File: config.mk
export PLATFORM = sky130hd
export DESIGN_NAME = tx_arbiter
export DESIGN_NICKNAME = d
export VERILOG_FILES = /design/src/rtl/tx_arbiter.sv
export SDC_FILE = /design/constraint.sdc
export NUM_CORES = 1
export LEC_CHECK = 0
export BUFFER_PORTS_ARGS = -buffer_cell sky130_fd_sc_hd__buf_2
export CAP_MARGIN = 20
export CORE_MARGIN = 2
export CORE_UTILIZATION = 35
export CTS_CLUSTER_SIZE = 16
export DETAILED_ROUTE_END_ITERATION = 8
export SLEW_MARGIN = 20
export SYNTH_ARGS = -nofsm -noshare
export SYNTH_HDL_FRONTEND = slang
export SYNTH_SLANG_ARGS = --single-unit
File: constraint.sdc
create_clock -name clk -period 2.6 [get_ports clk]
set_input_delay 0.39 -clock clk [delete_from_list [all_inputs] [get_ports clk]]
set_output_delay 0.39 -clock clk [all_outputs]
set_load 0.01 [all_outputs]
File: src/rtl/tx_arbiter.sv
// Round-robin byte arbiter feeding one UART transmitter, with per-frame locking and a busy-handshake watchdog.
// Accepts a byte in IDLE with a same-cycle req_ready pulse; no new byte is taken until the transmitter drops tx_busy.
module tx_arbiter #(
  parameter int NREQ      = 4,
  parameter int LOCK_TMO  = 4096,
  parameter int BUSY_WAIT = 3
) (
  input  logic              clk,
  input  logic              rst_n,
  input  logic [NREQ-1:0]   req_valid,
  input  logic [8*NREQ-1:0] req_data,
  input  logic [NREQ-1:0]   req_last,
  output logic [NREQ-1:0]   req_ready,
  output logic [7:0]        tx_dat,
  output logic              tx_start,
  input  logic              tx_busy,
  output logic [1:0]        grant_id,
  output logic              lock_active,
  output logic              err_busy
);

  localparam int TW = (LOCK_TMO > 1) ? $clog2(LOCK_TMO) : 1;
  localparam int BW = (BUSY_WAIT > 1) ? $clog2(BUSY_WAIT) : 1;
  localparam logic [TW-1:0] TMO_LAST  = TW'(LOCK_TMO - 1);
  localparam logic [BW-1:0] WAIT_LAST = BW'(BUSY_WAIT - 1);

  typedef enum logic [1:0] {IDLE, START, WAIT_HI, WAIT_LO} state_t;

  state_t        state_q, state_d;
  logic [7:0]    dat_q, dat_d;
  logic [1:0]    grant_q, grant_d;
  logic          lock_q, lock_d;
  logic [TW-1:0] tmo_q, tmo_d;
  logic [BW-1:0] wait_q, wait_d;
  logic          err_q, err_d;
  logic          arm_q, arm_d;

  logic          rr_vld;
  logic [1:0]    rr_idx;
  logic [1:0]    win;
  logic          accept;

  // Search starts one past the last grant, so the last winner has lowest priority.
  always_comb begin
    rr_vld = 1'b0;
    rr_idx = grant_q;
    for (int k = 1; k <= 4; k++) begin
      if (!rr_vld && req_valid[grant_q + 2'(k)]) begin
        rr_vld = 1'b1;
        rr_idx = grant_q + 2'(k);
      end
    end
  end

  // arm_q blocks acceptance for the first cycle after reset so req_ready is low throughout reset.
  assign arm_d     = 1'b1;
  assign win       = lock_q ? grant_q : rr_idx;
  assign accept    = arm_q && (state_q == IDLE) && (lock_q ? req_valid[grant_q] : rr_vld);
  assign req_ready = accept ? (NREQ'(1) << win) : '0;

  always_comb begin
    state_d = state_q;
    dat_d   = dat_q;
    grant_d = grant_q;
    lock_d  = lock_q;
    tmo_d   = tmo_q;
    wait_d  = wait_q;
    err_d   = err_q;
    case (state_q)
      IDLE: begin
        if (accept) begin
          dat_d   = req_data[{win, 3'b000} +: 8];
          grant_d = win;
          lock_d  = ~req_last[win];
          tmo_d   = '0;
          state_d = START;
        end else if (lock_q && arm_q) begin
          // Owner is silent: drop the lock once it has idled LOCK_TMO cycles.
          if (tmo_q == TMO_LAST) begin
            lock_d = 1'b0;
            tmo_d  = '0;
          end else begin
            tmo_d = tmo_q + TW'(1);
          end
        end
      end
      START: begin
        wait_d  = '0;
        state_d = WAIT_HI;
      end
      WAIT_HI: begin
        if (tx_busy) begin
          state_d = WAIT_LO;
        end else if (wait_q == WAIT_LAST) begin
          err_d   = 1'b1;
          state_d = IDLE;
        end else begin
          wait_d = wait_q + BW'(1);
        end
      end
      WAIT_LO: begin
        if (!tx_busy) state_d = IDLE;
      end
      default: state_d = IDLE;
    endcase
  end

  always_ff @(posedge clk or negedge rst_n) begin
    if (!rst_n) begin
      state_q <= IDLE;
      dat_q   <= '0;
      grant_q <= 2'd3;
      lock_q  <= 1'b0;
      tmo_q   <= '0;
      wait_q  <= '0;
      err_q   <= 1'b0;
      arm_q   <= 1'b0;
    end else begin
      state_q <= state_d;
      dat_q   <= dat_d;
      grant_q <= grant_d;
      lock_q  <= lock_d;
      tmo_q   <= tmo_d;
      wait_q  <= wait_d;
      err_q   <= err_d;
      arm_q   <= arm_d;
    end
  end

  assign tx_dat      = dat_q;
  assign tx_start    = (state_q == START);
  assign grant_id    = grant_q;
  assign lock_active = lock_q;
  assign err_busy    = err_q;

endmodule
* Yosys cells after proc, flatten, opt, wreduce, memory -nomap -nowiden *
Cells that the tools add are included.

word-level totals
  input bits = 43
  flip-flop bits (word level) = 29
  output and inout bits = 17
  logic and storage cells = 86

operators by class
  add/sub/neg operators = 5
  magnitude comparators = 5
  bitwise operators = 2
  reduce and logical (&&, ||, !) cells = 19
  muxes and demuxes = 35
  equality and inequality tests = 10
  shift-type cells = 2

operator list
  cell                     count
  $mux W12                 3
  $shiftx A32 B6 Y8        1
  $mux W2                  11
  $lt A2 B3 Y1 const B     5
  $mux W1                  13
  $add A12 B1 Y12 const B  1
  $eq A12 B12 Y1 const B   1
  $reduce_and A3 Y1        4
  $bmux W1 S2              5
  $ne A2 B2 Y1 const B     4
  $pmux W2 S4              1
  $eq A2 B2 Y1 const B     3
  $logic_and A1 B1 Y1      6
  $reduce_bool A2 Y1       3
  $add A2 B1 Y2 const B    2
  $add A2 B2 Y2 const B    2
  $mux W4                  1
  $pmux W2 S2              1
  $reduce_and A2 Y1        2
  $shl A1 B2 Y4 const A    1
  $logic_not A1 Y1         3
  $ne A3 B3 Y1 const B     1
  $eq A2 B1 Y1 const B     1
  $logic_not A2 Y1         1
  $not A1 Y1               2

* Longest topological paths before layout *
Gate-level depths: netlist of the first run.

  word-level depth = 18
  gate-level depth with buffers = 9
  depth with buffers taken out = 7

* Worst setup path before layout of the first run *
Ideal clock, no wire load.

  path type = flip-flop to output port
  start point = reg grant_q[0], in the netlist grant_id[0]
  end point = out req_ready[0]
  arrival time = 1983 ps
  stages on the path, launching flop included = 8
  data required time = 2210 ps
  buffers on the path = 1
  setup slack = 227 ps
  cell sequence = dfstp_2 mux4_2 nor2_2 a31oi_1 mux2i_2 buf_6 inv_4 nor2_1

on the way
  longest elaborated chain between the ends = 16
  elaborated cells between the ends (all ways) = 30

RTL lines
  element                                               line    RTL
  from (decl)                                           31      logic [1:0] grant_q, grant_d;
  from (signal assigned)                                121     grant_q <= grant_d;
  $add A2 B1 Y2                                         48, 50
  $bmux W1 S2                                           48      if (!rr_vld && req_valid[grant_q + 2'(k)]) begin
  $mux W1 (implied by the code)                         48
  $mux W1                                               48
  $logic_not A1 Y1                                      48
  $logic_and A1 B1 Y1                                   48
  $mux W1                                               48
  $logic_not A1 Y1                                      48
  $logic_and A1 B1 Y1                                   48
  $mux W1                                               48
  $logic_not A1 Y1                                      48
  $logic_and A1 B1 Y1                                   48
  $mux W2 or $mux W1 (tied branches)                    48
  $mux W2 or $mux W1 (tied branches)                    57, 58
  $shl A1 B2 Y4 or $logic_and A1 B1 Y1 (tied branches)  59, 58
  $mux W4 *                                             59      assign req_ready = accept ? (NREQ'(1) << win) : '0;
  to (decl)                                             13      output logic [NREQ-1:0] req_ready,

Every way passes the cells marked *; elsewhere a longest branch is shown, timed or not. The select of a mux whose other input is x is not followed.

* Final worst setup path of the first run *
  start point = reg grant_q[0], in the netlist grant_id[0]
  end point = out req_ready[1]

Same word-level chain as after synthesis.

==> metrics.txt, run 1 <==
dpl cell area 2230 µm²; Core Area 5070 µm²; grt ovf 0; die height 76.3 µm; vias in the first global route 1,739; Pleak 1.26 nW; DP HPWL 3.19 mm; final hold slack 0.148 ns; crit path launch type flip-flop; leading cell types in the layout, fill and taps excluded buf_2, dfrtp_1, mux2i_1, buf_4; Top FF cell, synth dfrtp_1; syn nets 246; Clock Power Share 0.142; mux contribution to synthesized area 0.113; IO buf count 59; setup ws final -0.0106 ns; most common cell after layout, fill and taps aside buf_2; status finished, violations left; Final Skew 0.00612 ns; Synth Area in Compound Gates 0.193; Clock transition at path regs 0.06 ns; Min-Delay Path Class in -> async; Warnings, synthesis 0; full die area 5820 µm²; ANT nets after route 0; M1 WL 2.09 mm; Diodes inserted 0; RSZ-0062 raised after global routing true; CTS tree done; Net Sw Power 1.00 mW; Mapped Area 1830 µm²; clock latency on the worst-skew pair 0.28 ns; cell-internal power 1.62 mW; Initial DRT Pass Iterations 4; number of CTS-inserted buffers 5; I/O Pins 60; Max Used Layer met4; Final Instance Area 2500 µm²; Die W 76.3 µm; layout cells sized above 1 0.372; Final Routed Wirelength 4.59 mm; failing checks negative setup slack; Slew headroom 0.551; DR DRC count 0; met3 WL post-DR 139 µm; Clock Root Buffer clkbuf_8; Synth async-reset ratio 1.00; area share of xor/xnor cells in the synthesized design 0.0287; # H-tree levels 2; mean routed wirelength per cell 13.3 µm; Detailed Route Iter0 Violations 84; maximum VDD drop 0.548 mV; Tot GR Track Use 0.165; vias post-DR 1,743; PwrDens 1050 nW/µm²; Adder-Cell Fraction of Synth Area 0.0478; Core Util, Final 0.493; synthesized area per cell 9.34 µm²; final period utilization 1.00; Post-Synth Simple-Gate Area 0.172; Critical Path End Type output port; minimum clock period 2.61 ns; Final Hold Fails 0; crit path buf inv count 3; nets 324; largest net degree at the start of global routing 30; final setup fails 3; first-pass GRT wire length 7.91 mm; WP data required 2.21 ns; WS Path Type reg -> out; Worst path slowest cell dfstp_2; critical path's largest stage delay 0.57 ns; sequential share of power 0.272; initial core utilization 0.361; maxcap violations 0; fillers 491; register bit count reported by yosys 29; Slew Viols, Final 0; antenna violations before repair 0; total power 2.62 mW; TNS Setup -0.0203 ns; Via density 5.07; CTS Hold Bufs 0; GPL Wtd Cong 0.794; CP arrival 2.22 ns; main combinational cell family by area after synthesis compound AO/OA/AOI/OAI gates; Area Growth Syn to Fin 36.7%; Post-Synthesis Cells 196; met2 WL 2.28 mm; Crit path max-delay family multiplexers; Post-synth EDFFs 0; Net Sw Frac 0.382; Row Count 26; sequential cell area fraction in the yosys report 0.398; Fmax 383 MHz; Synth cell types 45; crit-path cells mux4_2 > nor2_4 > a31oi_4 > mux2i_4 > buf_12 > inv_6 > nor2_2 > buf_2; CP Max Fanout 6; clk sinks 29; Comb pwr share 0.585; Worst-Margin Slew 0.674 ns; Max Buffers Root-to-Sink 2
layout make-up:
type                            count  area, µm²  area share
Multi-Input combinational cell    150       1080       0.433
Clock buffer                        7       86.3      0.0345
Sequential cell                    29        728       0.291
Tap cell                           70       87.6      0.0350
Timing Repair Buffer               78        475       0.190
Inverter                           10       42.5      0.0170
worst paths after layout:
| path | slack (ns) | startpoint | endpoint | cells past startpoint |
|---|---|---|---|---|
| setup / recovery | -0.01 | grant_id[0] | req_ready[1] | 8 |
| hold / removal | 0.15 | rst_n | tmo_q[7] | 1 |
| setup reg to reg | 0.08 | grant_id[0] | tx_dat[2] | 9 |
| hold reg to reg | 0.47 | err_busy | err_busy | 1 |
| max in group asynchronous | 2.01 | rst_n | tx_dat[2] | 1 |
| min in group clk | 0.45 | req_last[1] | lock_active | 3 |
through the flow:
step / setup WS [ns] / cells
final: -0.0106 / 344
after global routing: -0.144 / 344
after CTS: -0.0545 / 344
after detailed placement: 0.155 / 325
after global placement: 0.183 / 325
after floorplan: 0.227 / 196
power groups by stage:
stage          logic (mW)  registers, mW  clock network (mW)
2_1_floorplan       0.822          0.741                   0
3_3_place_gp         1.15          0.724                   0
3_5_place_dp         1.17          0.727                   0
4_1_cts              1.47          0.718               0.389
5_1_grt              1.68          0.739               0.404
6_report             1.53          0.713               0.373
cells in the mapped netlist (all sizes together), types with 4 or more instances:
library cell,count,share of area
nor2,17,0.036
buf,5,0.021
o22ai,8,0.027
nand3,4,0.011
mux2i,18,0.10
a31oi,4,0.014
dfrtp,27,0.37
a21o,8,0.033
a21oi,15,0.043
inv,10,0.022
ha,7,0.048
nand2,14,0.029
or3,5,0.017
o21ai,12,0.035
nor3b,5,0.021
timing repair:
action                                  in CTS  in global routing
gates resized for setup                      4                 10
endpoints found under the setup margin       4                 13
setup buffers                               11                  1
cloned                                       1                  0
pin swaps                                    3                  4
flip-flops by register name, indices dropped and copies added (netlist names):
name,flops
arm_q,1
grant_id,2
lock_active,1
wait_q,2
err_busy,1
tmo_q,12
state_q,2
tx_dat,8
layer usage:
layer | track usage | vias to the layer above
met2 | 0.273 | 29
li1 | - | 865
met4 | 0.0691 | 0
met3 | 0.0355 | 7
met5 | 0 | -
met1 | 0.209 | 842
worst reg2reg max path: cells and delay by family, from the launching register on:
family,cells,cell delay (ns)
flip-flops,1,0.57
multiplexers,3,0.98
AND/OR/NAND/NOR,1,0.14
AO/OA/AOI/OAI,3,0.30
buffers and inverters,2,0.42
cells by family (layout without fill, tap and decap cells):
group,Yosys count,after routing
and+or+nand+nor,61,61
DFF,29,29
adders and majority gates,7,7
other,1,1
buffers and inverters,17,95
muxes,19,19
xor gates and xnor gates,6,6
AOI/OAI and AO/OA,56,56
Note: power is estimated with default switching activity, not from simulation.
==> inputs of run 2 (changes only) <==
--- a/config.mk
+++ b/config.mk
@@ -5,6 +5,7 @@
 export SDC_FILE = /design/constraint.sdc
 export NUM_CORES = 1
 export LEC_CHECK = 0
+export ABC_AREA = 1
 export BUFFER_PORTS_ARGS = -buffer_cell sky130_fd_sc_hd__buf_2
 export CAP_MARGIN = 20
 export CORE_MARGIN = 2
==> run 2 against run 1 <==
The run now ends clean; final cell count grew 33%; area after synthesis grew 17%; design area grew 8.8%; fmax grew 3.8%; die area grew 16%; sequential cell count is the same; clock power shrank 5%; largest cell class unchanged; largest power group unchanged.
==> metrics.txt, run 2 <==
CTS Hold Bufs 0; vias post-DR 2,148; final setup fails 0; Die W 82.1 µm; PwrDens 1270 nW/µm²; Post-Synthesis Cells 311; Detailed Route Iter0 Violations 90; clk sinks 29; Final Instance Area 2720 µm²; Min-Delay Path Class in -> async; synthesized area per cell 6.86 µm²; WP data required 2.21 ns; full die area 6740 µm²; CTS tree done; fillers 606; maxcap violations 0; CP arrival 2.12 ns; DR DRC count 0; Mapped Area 2130 µm²; Worst-Margin Slew 0.635 ns; largest net degree at the start of global routing 30; Row Count 28; RSZ-0062 raised after global routing true; # H-tree levels 2; number of flip-flops under the largest register name 12; Via density 4.69; grt ovf 0; ANT nets after route 0; Clock Root Buffer clkbuf_8; dpl cell area 2480 µm²; Synth top area share 0.317; register bit count reported by yosys 29; Final Routed Wirelength 5.08 mm; TNS Setup 0 ns; Top FF cell, synth dfrtp_1; clock latency on the worst-skew pair 0.28 ns; DP HPWL 3.80 mm; Clock transition at path regs 0.06 ns; mean routed wirelength per cell 11.1 µm; sequential cell area fraction in the yosys report 0.341; largest register by flop count tmo_q; status finished, final reports clean; WS Path Type reg -> out; Slew Viols, Final 0; synth top area cells dfrtp_1, nand2_1, nand3_1, ha_1, nand2_2; layout cells sized above 1 0.316; Post-Place Worst Slack 0.228 ns; Diodes inserted 0; die height 82.1 µm; crit path launch type flip-flop; Slew headroom 0.576; most common cell after layout, fill and taps aside nand2_1; Critical Path End Type output port; I/O Pins 60; Post-synth EDFFs 0; Warnings, synthesis 0; minimum clock period 2.51 ns; syn nets 361; GPL Wtd Cong 0.768; Fmax 398 MHz; Core Util, Final 0.460; Core Area 5920 µm²; IO buf count 59; setup ws final 0.0860 ns; vias in the first global route 2,033; Post-synth top cells nand2_1, nand3_1, dfrtp_1, inv_1, nor2_1; first-pass GRT wire length 8.45 mm; Synth async-reset ratio 1.00; Area Growth Syn to Fin 27.7%; Synth cell types 33; Final Skew 0.00215 ns; Synth area leader dfrtp_1; maximum VDD drop 0.455 mV; count leader, synth nand2_1; final period utilization 0.967; CP Max Fanout 6; Final Hold Fails 0; leading cell types in the layout, fill and taps excluded nand2_1, buf_2, nand3_1, dfrtp_1, inv_1; antenna violations before repair 0; Max Buffers Root-to-Sink 2; number of CTS-inserted buffers 5; nets 432; Initial DRT Pass Iterations 4; Pleak 1.54 nW; initial core utilization 0.360; Tot GR Track Use 0.162
run 2: path summary, 6_finish.rpt:
kind                             start      endpoint  slack, ns  cells after the start
hold reg to reg               err_busy      err_busy       0.47                      1
max in group asynchronous        rst_n     tx_dat[6]       2.06                      1
setup / recovery           grant_id[0]  req_ready[2]       0.09                     14
hold / removal                   rst_n      tmo_q[3]       0.13                      1
min in group clk               tx_busy      err_busy       0.46                      3
setup reg to reg           grant_id[0]     tmo_q[10]       0.33                     13
run 2: cell type report:
cell class              count  area [µm²]  share of cell area
multi-input cells         249        1320               0.484
flip-flops and latches     29         728               0.267
repair buffers             72         403               0.148
inverters                  25        98.8              0.0363
well taps                  75        93.8              0.0345
clock buffers               6        72.6              0.0266
clock inverters             2        10.0             0.00367
run 2: where the power goes:
| group | internal, mW | switching, mW | total [mW] |
|---|---|---|---|
| combinational | 0.908 | 1.46 | 2.36 |
| sequential | 0.627 | 0.114 | 0.741 |
| clock | 0.185 | 0.170 | 0.354 |
run 2: kinds of logic (layout without fill, tap and decap cells):
| kind of cell | Yosys count | in the layout | synth area share |
|---|---|---|---|
| simple gates | 210 | 211 | 0.443 |
| flops | 29 | 29 | 0.341 |
| mux | 1 | 1 | 0.00469 |
| compound gates | 25 | 25 | 0.0716 |
| buf+inv | 34 | 105 | 0.0798 |
| fa+ha+maj | 7 | 7 | 0.0411 |
| xor+xnor | 4 | 4 | 0.0164 |
| other cells | 1 | 1 | 0.00176 |
run 2: routing by layer:
metal	vias up	track usage	routed length, µm
met5	-	0	0
met4	0	0.0567	52
met3	5	0.0385	231
met2	44	0.277	2420
met1	975	0.197	2370
li1	1124	-	-
run 2: critical path, stage by stage (launching register included):
cell     delay [ns]
dfstp_2        0.55
buf_12         0.12
nand2_1        0.10
nand3_4        0.11
nand2_4        0.08
nand2_2        0.06
nand2_2        0.06
nand2_4        0.13
nand2_2        0.07
inv_2          0.07
nand2_2        0.07
o21ai_4        0.09
nand2_2        0.09
nor2_1         0.10
buf_2          0.14
run 2: through the flow:
stage / power (mW) / hold WS [ns] / cells
finish: 3.46 / 0.127 / 458
detailed placement: 2.79 / 0.460 / 440
global placement: 2.76 / 0.437 / 440
floorplan: 2.42 / 0.0944 / 311
CTS: 3.25 / 0.150 / 452
global route: 3.84 / 0.177 / 458
run 2: repair_timing:
item	CTS	global route
setup buffers	4	5
gates resized for setup	2	14
endpoints found under the setup margin	3	5
pin swaps	0	7
gates cloned	0	1
